**src/rtl/r16_frame_unloader.sv**
```systemverilog
// r16_frame_unloader
//
// Purpose: downstream end of the radix-16 butterfly datapath. A complete
// 16-point complex frame is captured in one cycle into one of two ping-pong
// frame buffers. Frames leave one complex sample per cycle in natural bin
// order 0..15 over a valid/ready stream. Two buffers let the butterfly hand
// over the next frame while the current one drains.
//
// Ports:
//   clk        rising-edge clock for all state
//   reset      synchronous, active-high reset
//   in_valid   frame present on in_r/in_i
//   in_ready   a free buffer exists; capture on in_valid && in_ready
//   in_r/in_i  16 x 32-bit real/imaginary parts, index k = bin k
//   out_valid  out_r/out_i/out_idx hold a valid sample
//   out_ready  consumer accepts; transfer on out_valid && out_ready
//   out_r/out_i 32-bit real/imaginary parts of the current sample
//   out_idx    bin index of the current sample
//   out_last   high on bin 15
//
// Optional build macro: R16_UNLOAD_SCALE_EN
//   Defined   : every output word is scaled by 1/16 through an exponent
//               adjustment on the read path (denormals flush to signed zero,
//               Inf/NaN pass unchanged). Latency is unchanged.
//   Undefined : words pass bit-exact and no scaling logic exists.

module r16_frame_unloader #(
  parameter int DW = 32,  // IEEE-754 single precision only
  parameter int N  = 16   // points per frame
) (
  input  logic                 clk,
  input  logic                 reset,
  input  logic                 in_valid,
  output logic                 in_ready,
  input  logic [N-1:0][DW-1:0] in_r,
  input  logic [N-1:0][DW-1:0] in_i,
  output logic                 out_valid,
  input  logic                 out_ready,
  output logic [DW-1:0]        out_r,
  output logic [DW-1:0]        out_i,
  output logic [3:0]           out_idx,
  output logic                 out_last
);

  localparam int IW = 4;
  localparam logic [IW-1:0] IDX_LAST = IW'(N - 1);
  localparam logic [IW-1:0] IDX_ONE  = IW'(1);

  // Occupancy doubles as the FSM state.
  typedef enum logic [1:0] {
    EMPTY = 2'd0,
    ONE   = 2'd1,
    FULL  = 2'd2
  } occ_t;

  occ_t          occ_q, occ_d;
  logic          wr_sel_q, wr_sel_d;
  logic          rd_sel_q, rd_sel_d;
  logic [IW-1:0] rd_idx_q, rd_idx_d;

  // Ping-pong frame storage, indexed [bank][bin]. Contents are never reset;
  // occupancy alone decides what is valid.
  logic [DW-1:0] buf_r_q [2][N];
  logic [DW-1:0] buf_i_q [2][N];

  logic          capture;
  logic          pop;
  logic          frame_done;
  logic [DW-1:0] raw_r;
  logic [DW-1:0] raw_i;

  // ---------------------------------------------------------------------
  // State register
  // ---------------------------------------------------------------------
  always_ff @(posedge clk) begin
    if (reset) begin
      occ_q    <= EMPTY;
      wr_sel_q <= 1'b0;
      rd_sel_q <= 1'b0;
      rd_idx_q <= '0;
    end else begin
      occ_q    <= occ_d;
      wr_sel_q <= wr_sel_d;
      rd_sel_q <= rd_sel_d;
      rd_idx_q <= rd_idx_d;
    end
  end

  // Whole-frame write into the bank selected by wr_sel.
  always_ff @(posedge clk) begin
    if (capture) begin
      for (int k = 0; k < N; k++) begin
        buf_r_q[wr_sel_q][k] <= in_r[k];
        buf_i_q[wr_sel_q][k] <= in_i[k];
      end
    end
  end

  // ---------------------------------------------------------------------
  // Next-state logic
  // ---------------------------------------------------------------------
  always_comb begin
    occ_d    = occ_q;
    wr_sel_d = wr_sel_q;
    rd_sel_d = rd_sel_q;
    rd_idx_d = rd_idx_q;

    if (capture) begin
      wr_sel_d = ~wr_sel_q;
    end

    if (pop) begin
      rd_idx_d = rd_idx_q + IDX_ONE;  // 15 wraps to 0
      if (frame_done) begin
        rd_sel_d = ~rd_sel_q;
      end
    end

    // A capture and a frame release in the same cycle cancel out.
    unique case (occ_q)
      EMPTY: begin
        if (capture) occ_d = ONE;
      end
      ONE: begin
        if (capture && !frame_done)      occ_d = FULL;
        else if (!capture && frame_done) occ_d = EMPTY;
      end
      FULL: begin
        // in_ready is low here, so only a release can happen.
        if (frame_done) occ_d = ONE;
      end
      default: occ_d = EMPTY;
    endcase
  end

  // ---------------------------------------------------------------------
  // Output logic
  // ---------------------------------------------------------------------
  always_comb begin
    // Handshakes depend on registered occupancy only: no out_ready -> in_ready
    // path, so a FULL buffer frees up one cycle after its last pop.
    in_ready   = (occ_q != FULL) && !reset;
    out_valid  = (occ_q != EMPTY) && !reset;
    capture    = in_valid && in_ready;
    pop        = out_valid && out_ready;
    frame_done = pop && (rd_idx_q == IDX_LAST);
    out_idx    = rd_idx_q;
    out_last   = (rd_idx_q == IDX_LAST);
    raw_r      = buf_r_q[rd_sel_q][rd_idx_q];
    raw_i      = buf_i_q[rd_sel_q][rd_idx_q];
  end

`ifdef R16_UNLOAD_SCALE_EN
  // Divide by 16 by lowering the exponent by 4. Results that would become
  // denormal flush to a signed zero; Inf/NaN keep their encoding.
  function automatic logic [DW-1:0] scale_by_16(input logic [DW-1:0] w);
    logic [7:0] e;
    e = w[30:23];
    if (e == 8'hFF) begin
      scale_by_16 = w;
    end else if (e < 8'd5) begin
      scale_by_16 = {w[31], 31'b0};
    end else begin
      scale_by_16 = {w[31], e - 8'd4, w[22:0]};
    end
  endfunction

  assign out_r = scale_by_16(raw_r);
  assign out_i = scale_by_16(raw_i);
`else
  assign out_r = raw_r;
  assign out_i = raw_i;
`endif

endmodule

```
**config.mk**
```make
export PLATFORM = sky130hd
export DESIGN_NAME = r16_frame_unloader
export DESIGN_NICKNAME = d
export VERILOG_FILES = /design/src/rtl/r16_frame_unloader.sv
export SDC_FILE = /design/constraint.sdc
export NUM_CORES = 2
export LEC_CHECK = 0
export ABC_AREA = 1
export CORE_AREA = 2 2 526 398
export CTS_BUF_LIST = sky130_fd_sc_hd__clkbuf_2
export DETAILED_ROUTE_END_ITERATION = 10
export DIE_AREA = 0 0 528 400
export PLACE_DENSITY_LB_ADDON = 0.15
export SLEW_MARGIN = 20
export SYNTH_ARGS = -nofsm -noshare
export SYNTH_HDL_FRONTEND = slang
export SYNTH_SLANG_ARGS = --single-unit
```
**constraint.sdc**
```tcl
create_clock -name clk -period 70.7 [get_ports clk]
set_input_delay 7.07 -clock clk [delete_from_list [all_inputs] [get_ports clk]]
set_output_delay 7.07 -clock clk [all_outputs]
set_load 0.01 [all_outputs]
```
After elaboration in Yosys (flattened, before gate mapping) --
Memories as Yosys holds them, arrays and structs flattened. A register that Yosys moved wholly into a read port is not among the register bits. Index checks and enable logic that the tools add are counted.
Storage, ports and cells: register bits after elaboration 8, bits in writable memories 2048, bits of input ports 1028, output and inout bits 71, word-level logic and storage cells 49, memories kept 2
Operators by class: add/sub/neg operators 1, magnitude comparators 1, equality and inequality tests 7, mux-type cells 17, bitwise operators 3, reduce and logical (&&, ||, !) cells 14
Memories:
- buf_i_q | depth 2, bits a word 512, rd ports 1, clocked after memory_dff 1, write ports 1, line 64 | logic [DW-1:0] buf_i_q [2][N];
- buf_r_q | depth 2, bits a word 512, rd ports 1, clocked after memory_dff 1, write ports 1, line 63 | logic [DW-1:0] buf_r_q [2][N];
Operators by type and width (count):
- $bmux W32 S4 | 2
- $mux W32 | 4
- $mux W2 | 4
- $logic_and A1 B1 Y1 | 7
- $mux W1 | 6
- $ne A2 B2 Y1 const B | 3
- $pmux W2 S3 | 1
- $ge A5 B5 Y1 const B | 1
- $not A4 Y5 | 1
- $add A4 B1 Y4 const B | 1
- $eq A4 B4 Y1 const B | 1
- $logic_not A1 Y1 | 3
- $ne A3 B3 Y1 const B | 1
- $reduce_and A3 Y1 | 1
- $eq A2 B1 Y1 const B | 1
- $eq A2 B2 Y1 const B | 1
- $logic_not A2 Y1 | 1
- $not A1 Y1 | 2
- $reduce_and A2 Y1 | 1
- $reduce_bool A2 Y1 | 1

Depth between registers and ports, before layout --
depth after elaboration 8, depth in mapped cells 12, depth with buffers taken out 12

Worst setup path before layout --
No wires, ideal clock.
path type input to register, start point input port reset, end point memory buf_i_q[0][0] (netlist bit) (enable), library setup time 2449 ps, arrival 49773 ps, required time 68251 ps, path slack 18478 ps, stages 3, buffers on the path 0, cells stage by stage nor2_1 -> nand2_1 -> nor2_1
Between the ends: cells in the longest elaborated chain, start to end 5
RTL lines:
- start: declaration | line 32 | input logic reset,
- $logic_not A1 Y1 | line 142 | in_ready = (occ_q != FULL) && !reset;
- $logic_and A1 B1 Y1 | line 142
- $logic_and A1 B1 Y1 | line 144 | capture = in_valid && in_ready;
- $mux W1 | line 91 | if (capture) begin
- $mux W1 (not written as such) | line 94 | buf_i_q[wr_sel_q][k] <= in_i[k];
- end: declaration | line 64
Every way passes these cells.

Worst setup path in the final report --
start point input port reset, end point output port in_ready
Between the ends: cells in the longest elaborated chain, start to end 2
RTL lines:
- $logic_not A1 Y1 | line 142
- $logic_and A1 B1 Y1 | line 142
- end: declaration | line 34 | output logic in_ready,
Every way passes these cells.

==> results.json <==
{
  "status": "complete, no violations",
  "area.growth.synth_to_final_pct": 21.7,
  "cpPeakStageDelay_ns": 0.69,
  "yosys.cell_types.count": 21,
  "final_common_cell": "nand2_1",
  "path_cells": "clkdlybuf4s50_1 -> nor2_1 -> clkdlybuf4s50_1",
  "pin_count": 1099,
  "ys_seq_elements": 2057,
  "synthMuxAreaShare_pct": 0,
  "rrSetupSlack_ns": 64.98,
  "drive_gt1_share_pct": 10.8,
  "ys_warn_count": 0,
  "crit_top_cell": "clkdlybuf4s50_1",
  "die_y_microns": 400,
  "die-area_sq_mm": 0.211,
  "synth-seq-area-share_pct": 75.2,
  "synth_top_family_by_area": "simple AND/OR/NAND/NOR gates",
  "power_density_mw_per_mm2": 24.4,
  "synth_nets": 7706,
  "clock_latency_ns": 1.64,
  "dpl.hpwl_mm": 190,
  "initial_utilization_pct": 39.7,
  "drv_cap": 0,
  "critPathLaunchType": "input port",
  "rsz0062_at_grt": "false",
  "dieWidth_microns": 528,
  "tns_ns": 0,
  "finClkSkew_ns": 0.158,
  "post-synth-top-area-fraction_pct": 75.0,
  "worst_slew_pin_slew_ns": 1.13,
  "crit_path_top_delay_cell": "clkdlybuf4s50_1",
  "overflow": 0,
  "vias": 58400,
  "crit_type": "input port to output port",
  "r2r-start": "occ_q[0]$_SDFFE_PP0P_",
  "cp.arrival_ns": 8.82,
  "avgRoutedWirePerCell_microns": 26.7,
  "tritoncts": "done",
  "path_buf_inv": 2,
  "first_global_vias": 55100,
  "fin_util_pct": 48.4,
  "max-slew-margin-rel_pct": 24.7,
  "place_inst": 10100,
  "clk_pin_slew_ns": 0.09,
  "synth_area_leader_cell": "edfxtp_1",
  "gp_congestion": 0.847,
  "post-cts-setup-buffer-count": 0,
  "synth_compound_area_share_pct": 0.101,
  "leakage_nw": 36.1,
  "grt_usage_pct": 26.8,
  "fin_crit_sh_pct": 22.5,
  "drv_slew": 0,
  "io_buffer_count": 1098,
  "min-delay-start": "rd_sel_q$_SDFFE_PP0P_",
  "cp-end-kind": "output port",
  "cts_root_buffer": "clkbuf_2",
  "reg2reg_depth": 10,
  "coreArea_sq_mm": 0.206,
  "synth-xor-area-share_pct": 0,
  "grt_max_degree": 199,
  "cts_buffers": 536,
  "fin_cells": 11100,
  "max_freq_ghz": 0.0629,
  "cp_data_required_time_ns": 63.63,
  "crit_fanout": 4,
  "routed_wirelength_mm": 295,
  "nNetsFinal": 8983,
  "hold_class": "flop to flop",
  "synth.cell_area_sq_mm": 0.0820,
  "ant_nets": 0,
  "setup_violations": 0,
  "dr.pass1.iters": 8,
  "cp_top_family": "buffers and inverters",
  "rows": 145,
  "vias_per_cell": 5.27,
  "synth_area_per_cell_sq_um": 12.3,
  "clk_path_buf_depth": 4,
  "cts_hold_buf": 0,
  "cts_resized": 0,
  "postSynthCellCount": 6676,
  "r2r-end": "buf_i_q[1][477]$_DFFE_PP_",
  "cts.sinks": 2057,
  "power_mw": 2.44,
  "final_cell_mix": "2295 x nand2_1, 2048 x edfxtp_1, 1833 x nand3_1",
  "yosys.area_share.adder_pct": 0.0305,
  "synth-simple-area-share_pct": 21.7,
  "vdd_drop_max_v": 0.0000132,
  "finalHoldViolations": 0,
  "period_needed_ns": 15.89,
  "grt_pass1_wl_mm": 402,
  "synthTopCellsByArea": "edfxtp_1 75%, nand3_1 11%, nand2_1 11%",
  "route.detailed.drc": 0,
  "holdPathStages": 2,
  "antenna_found_initial": 184,
  "h-tree-depth": 6,
  "dr.first_iter.drc_count": 5454
}
-- layout make-up --
class                      count  area [sq um]
fill                       18600        107000
antenna                       80           200
multi-input combinational   4156         18000
inverter                      25           133
sequential                  2057         61700
clock inverter               117           975
timing repair buffer        1177         11700
tap                         2719          3400
clock buffer                 749          3750
-- worst min-delay path, delay by kind of cell, from the launching register on --
family | cells | cell delay (ns)
DFF | 1 | 0.31
buffers and inverters | 1 | 0.07
AOI/OAI and AO/OA | 1 | 0.06
-- kinds of logic after synthesis --
group / count (synthesis)
AOI/OAI and AO/OA: 16
adders and majority gates: 2
buffers and inverters: 463
DFF: 2057
and+or+nand+nor: 4138
-- report_power, final --
group | switching (mW) | internal [mW]
Clock | 0.492 | 0.344
Sequential | 0.00964 | 1.39
Combinational | 0.118 | 0.0863
-- layer usage --
| metal | GRT usage [%] | up-vias | routed length, microns |
|---|---|---|---|
| met5 | 0 | - | 839 |
| met4 | 10.4 | 126 | 9530 |
| met3 | 8.14 | 615 | 25900 |
| met2 | 43.3 | 2512 | 141000 |
| met1 | 34.0 | 28400 | 118000 |
| li1 | - | 26700 | - |
-- metrics by stage --
step | setup WS [ns] | instance area [sq um] | hold WS (ns)
after floorplan | 18.48 | 82000 | 0.447
after global placement | 54.81 | 94900 | 0.449
after global routing | 54.79 | 99800 | 0.521
after detailed placement | 54.83 | 94900 | 0.462
final | 54.81 | 99800 | 0.474
after CTS | 54.81 | 99600 | 0.477
-- synthesized netlist by cell type --
cell type,n
a21oi_1,7
a31oi_1,2
buf_1,60
buf_2,265
buf_4,29
buf_6,27
buf_8,1
clkbuf_1,56
clkinv_1,2
dfxtp_1,9
edfxtp_1,2048
ha_1,2
inv_1,21
inv_2,1
inv_4,1
nand2_1,2295
nand3_1,1833
nor2_1,9
o21ai_0,6
o21ai_1,1
or2_2,1
-- worst max path at each step --
stage	from	to	slack, ns	cells past startpoint
2_1_floorplan	reset	buf_i_q[0][0]$_DFFE_PP_	18.48	3
3_3_place_gp	reset	in_ready	54.81	3
3_5_place_dp	reset	in_ready	54.83	3
4_1_cts	reset	in_ready	54.81	3
5_1_grt	reset	in_ready	54.79	3
6_report	reset	in_ready	54.81	3
-- flip-flops by register name, summed over array words and instances, names as in the netlist, named ones only --
signal and flops:
occ_q 2, buf_r_q 1024, buf_i_q 1024, rd_sel_q 1, out_idx 4, wr_sel_q 1
Note: power is estimated with default switching activity, not from simulation.
